`src/rtl/sudoku_board_loader.sv`:
```
// Staging board between the handwriting recogniser and the Sudoku solver: collects cells in any
// order, then streams all 81 words in solver order. Optional auto-commit via SUDOKU_AUTO_COMMIT_EN.
module sudoku_board_loader #(
    parameter int unsigned DATA_W     = 11,
    parameter int unsigned STREAM_GAP = 0
) (
    input  logic              clk,
    input  logic              rst_n,
    input  logic              i_cell_valid,
    output logic              o_cell_ready,
    input  logic [3:0]        i_cell_row,
    input  logic [3:0]        i_cell_col,
    input  logic [3:0]        i_cell_digit,
    input  logic              i_load_commit,
    output logic              o_reading,
    output logic [DATA_W-1:0] o_data,
    input  logic              i_solver_done,
    output logic              o_busy,
    output logic              o_err
);

    localparam int unsigned       CELLS      = 81;
    localparam logic [DATA_W-1:0] EMPTY_WORD = {1'b1, {(DATA_W-1){1'b0}}};
    localparam logic [3:0]        GAP_INIT   = 4'(STREAM_GAP);

    typedef enum logic [1:0] {
        StLoad,
        StStream,
        StWait
    } state_t;

    state_t            r_state;
    logic [DATA_W-1:0] r_board [CELLS];
    logic [3:0]        r_row;
    logic [3:0]        r_col;
    logic [3:0]        r_gap;
    logic              r_reading;
    logic [DATA_W-1:0] r_data;
    logic              r_busy;
    logic              r_err;
    logic              r_cell_ready;

    logic              w_xfer;
    logic              w_legal;
    logic              w_wr;
    logic [6:0]        w_wr_idx;
    logic [6:0]        w_rd_idx;
    logic [DATA_W-1:0] w_wr_word;
    logic              w_commit;

    assign w_xfer    = i_cell_valid && r_cell_ready;
    assign w_legal   = (i_cell_row <= 4'd8) && (i_cell_col <= 4'd8) && (i_cell_digit <= 4'd9);
    assign w_wr      = w_xfer && w_legal;
    assign w_wr_idx  = 7'(i_cell_row) * 7'd9 + 7'(i_cell_col);
    assign w_wr_word = (i_cell_digit == 4'd0) ? EMPTY_WORD
                                              : {{(DATA_W-4){1'b0}}, i_cell_digit};
    // Solver order walks rows fastest within each column.
    assign w_rd_idx  = 7'(r_row) * 7'd9 + 7'(r_col);

`ifdef SUDOKU_AUTO_COMMIT_EN
    logic [CELLS-1:0] r_map;
    logic [CELLS-1:0] w_map_next;
    logic             w_auto;

    assign w_map_next = r_map | (w_wr ? ({{(CELLS-1){1'b0}}, 1'b1} << w_wr_idx) : '0);
    assign w_auto     = w_wr && (&w_map_next) && !(&r_map);
    assign w_commit   = i_load_commit || w_auto;

    always_ff @(posedge clk or negedge rst_n) begin
        if (!rst_n) begin
            r_map <= '0;
        end else if (r_state == StLoad) begin
            r_map <= w_map_next;
        end else if (r_state == StWait && i_solver_done) begin
            r_map <= '0;
        end
    end
`else
    assign w_commit = i_load_commit;
`endif

    always_ff @(posedge clk or negedge rst_n) begin
        if (!rst_n) begin
            r_state      <= StLoad;
            r_row        <= 4'd0;
            r_col        <= 4'd0;
            r_gap        <= 4'd0;
            r_reading    <= 1'b0;
            r_data       <= '0;
            r_busy       <= 1'b0;
            r_err        <= 1'b0;
            r_cell_ready <= 1'b0;
            for (int i = 0; i < CELLS; i++) begin
                r_board[i] <= EMPTY_WORD;
            end
        end else begin
            unique case (r_state)
                StLoad: begin
                    if (w_wr) begin
                        r_board[w_wr_idx] <= w_wr_word;
                    end
                    if (w_xfer && !w_legal) begin
                        r_err <= 1'b1;
                    end
                    if (w_commit) begin
                        r_state      <= StStream;
                        r_cell_ready <= 1'b0;
                        r_busy       <= 1'b1;
                        r_row        <= 4'd0;
                        r_col        <= 4'd0;
                        r_gap        <= 4'd0;
                    end else begin
                        r_cell_ready <= 1'b1;
                    end
                end
                StStream: begin
                    if (r_gap != 4'd0) begin
                        // Idle slot: data holds the last word.
                        r_reading <= 1'b0;
                        r_gap     <= r_gap - 4'd1;
                    end else if (r_col == 4'd9) begin
                        r_reading <= 1'b0;
                        r_data    <= '0;
                        r_state   <= StWait;
                    end else begin
                        r_reading <= 1'b1;
                        r_data    <= r_board[w_rd_idx];
                        r_gap     <= GAP_INIT;
                        if (r_row == 4'd8) begin
                            r_row <= 4'd0;
                            r_col <= r_col + 4'd1;
                        end else begin
                            r_row <= r_row + 4'd1;
                        end
                    end
                end
                StWait: begin
                    if (i_solver_done) begin
                        r_state      <= StLoad;
                        r_busy       <= 1'b0;
                        r_err        <= 1'b0;
                        r_cell_ready <= 1'b1;
                        r_row        <= 4'd0;
                        r_col        <= 4'd0;
                        r_gap        <= 4'd0;
                        for (int i = 0; i < CELLS; i++) begin
                            r_board[i] <= EMPTY_WORD;
                        end
                    end
                end
                default: begin
                    r_state <= StLoad;
                end
            endcase
        end
    end

    assign o_cell_ready = r_cell_ready;
    assign o_reading    = r_reading;
    assign o_data       = r_data;
    assign o_busy       = r_busy;
    assign o_err        = r_err;

endmodule

```
`config.mk`:
```
export PLATFORM = sky130hd
export DESIGN_NAME = sudoku_board_loader
export DESIGN_NICKNAME = d
export VERILOG_FILES = /design/src/rtl/sudoku_board_loader.sv
export SDC_FILE = /design/constraint.sdc
export NUM_CORES = 1
export LEC_CHECK = 0
export CAP_MARGIN = 20
export CORE_AREA = 8 8 214 216
export CTS_BUF_LIST = sky130_fd_sc_hd__clkbuf_2
export CTS_CLUSTER_SIZE = 25
export DETAILED_ROUTE_END_ITERATION = 12
export DIE_AREA = 0 0 222 224
export DONT_BUFFER_PORTS = 1
export PLACE_DENSITY = 0.66
export SLEW_MARGIN = 15
export SYNTH_ARGS = -nofsm -noshare
export SYNTH_HDL_FRONTEND = slang
export SYNTH_SLANG_ARGS = --single-unit
```
`constraint.sdc`:
```
create_clock -name clk -period 6.2 [get_ports clk]
set_input_delay 0.31 -clock clk [delete_from_list [all_inputs] [get_ports clk]]
set_output_delay 0.31 -clock clk [all_outputs]
set_load 0.005 [all_outputs]
```
### Word level (Yosys, flattened, before mapping)

Index checks and enable logic that the tools add are counted.

| word-level totals | value |
|---|---|
| flip-flop bits (word level) | 920 |
| bits in latches | 0 |
| memory bits (writable) | 0 |
| ROM bits | 0 |
| output and inout port bits | 15 |
| word-level logic and storage cells | 179 |
| memories kept | 0 |

| cells by class | value |
|---|---|
| $add $sub $neg | 5 |
| multipliers | 2 |
| div/mod/pow operators | 0 |
| magnitude comparators | 6 |
| eq/ne operators | 13 |
| shifts and indexed selects | 0 |
| muxes and demuxes | 39 |
| bitwise gates (word level) | 3 |
| reduce and logical (&&, ||, !) cells | 21 |

Operators with widths:

| cell | count |
|---|---|
| 891-bit two-way mux | 2 |
| 891-bit one-hot mux with 2 select lines | 1 |
| 891-bit bitwise mux | 1 |
| 11-bit binary-select mux with 7-bit select | 1 |
| 11-bit demux with 7-bit select | 1 |
| 11-bit two-way mux | 5 |
| 4-bit two-way mux | 10 |
| 4-bit one-hot mux with 3 select lines | 3 |
| 8-bit greater-or-equal comparator, second input constant | 2 |
| 2-bit inequality test, second input constant | 8 |
| 7-bit inverter with 8-bit output | 2 |
| 7-bit by 4-bit adder with 7-bit output | 2 |
| 4-bit by 4-bit multiplier with 7-bit output, second input constant | 2 |
| 4-bit <= comparator, second input constant | 3 |
| 3-bit AND reduction | 3 |
| 4-bit by 1-bit adder with 4-bit output, second input constant | 2 |
| 4-bit == test, second input constant | 2 |
| 8-bit by 1-bit < comparator with 1-bit output, second input constant | 1 |
| 2-bit two-way mux | 4 |
| 4-bit AND reduction | 2 |
| 1-bit two-way mux | 7 |
| 1-bit logical AND | 6 |
| 1-bit one-hot mux with 2 select lines | 3 |
| 2-bit one-hot mux with 3 select lines | 1 |
| 14 further kinds | 15 |

### Logic depth before layout (Yosys ltp)

| logic depth | value |
|---|---|
| depth in word-level cells | 10 |
| gate-level depth with buffers | 14 |
| depth with buffers taken out | 11 |

### Least setup slack after synthesis

Ideal clock, no wire load.

| timing path | value |
|---|---|
| path type | flip-flop to flip-flop |
| from | register r_row[1] |
| to | register r_data[0], in the netlist o_data[0] |
| library setup time | 0.130 ns |
| arrival time | 3.075 ns |
| data required time | 6.070 ns |
| path slack | 2.995 ns |
| cell stages (with the launch flop) | 13 |
| path buffers | 3 |
| clock period less this slack | 3.205 ns |
| cells stage by stage | dfrtp_1 ha_1 ha_1 inv_1 fa_1 buf_2 buf_1 clkbuf_1 mux4_2 a22oi_1 nand2_1 o22ai_1 o31ai_1 |

| between the ends | value |
|---|---|
| cells in the longest elaborated chain, start to end | 7 |

Ends and longest elaborated chain:

| item | RTL line | source |
|---|---|---|
| start: declaration | 34 | `logic [3:0] r_row;` |
| start signal: assignment | 133 | `r_row <= r_row + 4'd1;` |
| 4-bit by 4-bit multiplier with 7-bit output | 58 | `assign w_rd_idx = 7'(r_row) * 7'd9 + 7'(r_col);` |
| 7-bit by 4-bit adder with 7-bit output | 58 |  |
| 7-bit inverter with 8-bit output (not written as such) | 127 | `r_data <= r_board[w_rd_idx];` |
| 11-bit binary-select mux with 7-bit select | 127 |  |
| 11-bit two-way mux (not written as such) (2 in series) | 127 |  |
| 11-bit two-way mux | 121 | `end else if (r_col == 4'd9) begin` |
| end signal: assignment | 127 |  |
| end: declaration | 38 | `logic [DATA_W-1:0] r_data;` |

Every way passes these cells. The select of a mux whose other input is x is not followed.
A chain may end at the register's enable or synchronous reset.

### Worst setup path after layout

| timing path | value |
|---|---|
| from | register r_state[0] |
| to | register r_board[582] (netlist name) |

| between the ends | value |
|---|---|
| cells in the longest elaborated chain, start to end | 3 |
| elaborated cells on any way between the ends | 7 |

Ends and longest elaborated chain:

| item | RTL line | source |
|---|---|---|
| start: declaration | 32 | `state_t r_state;` |
| start signal: assignment | 84 | `r_state <= StLoad;` |
| start signal: assignment | 106 | `r_state <= StStream;` |
| start signal: assignment | 124 | `r_state <= StWait;` |
| 2-bit == test / 2-bit logical NOT (equally long branches) | 97 | `unique case (r_state)` |
| 2-bit inequality test (no line) / 2-bit nonzero test (equally long branches) | - |  |
| 3-bit AND reduction (no line) | - |  |
| end signal: indexed assignment | 100 | `r_board[w_wr_idx] <= w_wr_word;` |
| end: declaration | 33 | `logic [DATA_W-1:0] r_board [CELLS];` |

Parallel ways exist; a longest one is shown, timed or not.

==> flow_summary.json <==
{
  "outcome": "finished with violations",
  "violations": "negative hold slack",
  "ios": 32,
  "crit_arrival_ns": 5.16,
  "cp_max_fo": 23,
  "ctsResizeCount": 0,
  "cts_buffers": 111,
  "synth_area_um2": 21400,
  "ys_types": 70,
  "grt_pass1_vias": 17200,
  "port_buffers": 0,
  "synth-edff-count": 0,
  "synth_xor_area_share_pct": 0.557,
  "cp.required_ns": 7.19,
  "crit_buf_inv": 2,
  "setup-violations-final": 0,
  "ctsLongestPathBuffers": 3,
  "r2r_end": "r_board[582]",
  "post_synth_fa_ha_maj_area_fraction_pct": 1.77,
  "powerDensity_nw_per_um2": 400,
  "dpl.hpwl_um": 41700,
  "overflow": 0,
  "grt_pass1_wl_um": 104000,
  "avgSynthCellArea_um2": 11.3,
  "yosys.area.top_type": "dfrtp_1",
  "track_usage_pct": 26.8,
  "grt_max_degree": 430,
  "grt_setup_unrepaired": "no",
  "final_cells": 2570,
  "cts_hold_buf": 27,
  "drt-met1-wl_um": 27700,
  "yosys.area_share.simple_pct": 11.8,
  "synth-seq-cells": 429,
  "remaining_drc_errors": 0,
  "synth-async-reset-ratio_pct": 100,
  "dp.cells": 2330,
  "synthCells": 1898,
  "synth_compound_area_share_pct": 21.3,
  "worst_pin_slew_ns": 1.10,
  "dr.pass1.iters": 8,
  "yosysWarnings": 0,
  "gp_routability_congestion": 0.929,
  "h-tree-depth": 3,
  "syn_nets": 1944,
  "ys_seq_area_share_pct": 50.7,
  "areaGrowthSynthToFinish_pct": 8.54,
  "die_w_um": 222,
  "drt_wl_total_um": 67300,
  "end_kind": "register",
  "cts_setup_buffers": 0,
  "reg2reg_slack_ns": 2.03,
  "top_layer": "met4",
  "path_cells": "nor2_1 > and3_1 > nand3_1 > dlygate4sd3_1 > nor2b_4 > dlygate4sd3_1 > nand2_1 > a221o_1",
  "antenna_found_initial": 1,
  "final_util_pct": 54.5,
  "hold_ws_ns": -1.09,
  "cellLeakagePower_nw": 9.67,
  "critical_path_class": "reg2reg",
  "cts.clk_slew.worst_paths_ns": 0.12,
  "cts_tree": "yes",
  "hold_path_class": "in2async",
  "r2r_cells": 8,
  "slowest_stage": "dlygate4sd3_1",
  "report.final.hold_viol_count": 429,
  "die_h_um": 224,
  "final_max_slew_viol_count": 0,
  "clock_sinks": 429,
  "drt_iter0_drc": 2224,
  "drive_above_1_share_pct": 22.8,
  "ant_nets": 0,
  "setup-tns-final_ns": 0,
  "synthFlopType": "dfrtp_1",
  "wl_met3_um": 7330,
  "fin_crit_sh_pct": 67.2,
  "relSlewSlack_pct": 26.4,
  "crit_path_end": "r_board[582]",
  "synth.area.top_cells": "dfrtp_1, dfstp_2, mux4_2",
  "start_util_pct": 50.2,
  "cap_violations": 0,
  "ys_top_cells_by_count": "dfrtp_1, nand2_1, o21ai_0",
  "viasPerCell": 6.73,
  "cts_root_buf": "clkbuf_2",
  "fin_nets": 1971,
  "critPathMaxStageDelay_ns": 1.34,
  "synth_top_family_by_area": "compound AO/OA/AOI/OAI gates",
  "coreArea_um2": 42500,
  "yosysMostFrequentCell": "dfrtp_1",
  "wl_per_cell_um": 26.2,
  "clkLatencyLatePin_ns": 1.08,
  "clock-skew-final_ns": 0.0570,
  "synth.area.mux_share_pct": 10.5,
  "startpoint": "r_state[0]",
  "fmax_mhz": 240,
  "period_needed_ns": 4.17,
  "peakVddDrop_v": 0.000461,
  "crit_path_frequent_cell": "dlygate4sd3_1",
  "num_vias": 17300,
  "worstReg2RegStart": "r_state[0]",
  "wl_met2_um": 30000,
  "cp-start-kind": "register",
  "die_area_um2": 49700,
  "placementRows": 76,
  "crit_family": "buffers and inverters",
  "synth_top_area_share_pct": 40.8,
  "worstSetupPathDepth": 8
}
==> cells in the final DEF (no fill, tap or decap), drive strengths merged, types with 5 or more instances in the layout <==
master       Yosys  final
nor3            33     33
a21oi            9      9
mux4            94     94
o2bb2ai         58     58
a21o            20     20
mux2i           10     10
a22oi           19     19
ha              27     27
dlygate4sd3      0     25
dfstp           81     81
nand2          275    275
dfrtp          348    348
nand2b           9      9
xnor2            6      6
o211ai          55     55
a211oi           9      9
a22o           148    148
a221o           69     69
nor2b            6      6
and3             5      5
buf             38     31
o31ai            5      5
xor2             5      5
clkbuf         104    179
clkinv           1     24
inv             28     30
nand3           79     79
nand4           15     15
o21ai          201    201
nor2            86     86
and2            13     13
==> metal layers <==
layer  global-route usage, %  up-vias
li1                        -     7331
met1                    36.8     8800
met2                    40.0      983
met3                    7.74      172
met4                    10.6        0
met5                       0        -
==> cell families after synthesis <==
group                      count (synthesis)
adders and majority gates                 29
DFF                                      429
muxes                                    107
AOI/OAI and AO/OA                        614
xor gates and xnor gates                  11
and+or+nand+nor                          537
buffers and inverters                    171
==> stage by stage <==
step	cell area, µm²	setup slack [ns]	power (W)
floorplan	21400	3.00	0.00573
global placement	21700	2.17	0.00700
detailed placement	21700	2.13	0.00705
CTS	23200	2.12	0.00924
global route	23200	1.82	0.00965
finish	23200	2.03	0.00927
==> worst min path at each step <==
| stage | end | slack [ns] | cells after the start |
|---|---|---|---|
| floorplan | o_busy | 0.01 | 0 |
| global placement | r_gap[0] | 0.03 | 0 |
| detailed placement | r_gap[0] | 0.03 | 0 |
| CTS | r_board[629] | -1.21 | 0 |
| global route | o_data[9] | -1.19 | 0 |
| finish | r_gap[0] | -1.09 | 0 |
==> sequential cells by signal, indices dropped and copies added (netlist names) <==
name / cells
o_reading: 1
r_gap: 4
o_cell_ready: 1
o_data: 6
o_busy: 1
r_col: 4
r_state: 2
o_err: 1
r_row: 4
r_board: 405
==> cell type report <==
type	count	area [µm²]
Fill cell	3686	19300
Sequential cell	429	10800
Multi-Input combinational cell	1298	9890
Clock buffer	179	896
Tap cell	546	683
Timing Repair Buffer	56	520
Clock inverter	32	241
Inverter	29	109
Antenna cell	1	2.50
==> report_power, final <==
part | total (W) | switching, W | internal, W
Combinational | 0.00405 | 0.00267 | 0.00138
Clock | 0.00216 | 0.00123 | 0.000932
Sequential | 0.00306 | 0.000118 | 0.00294
Power figures use the tool's default switching activity.
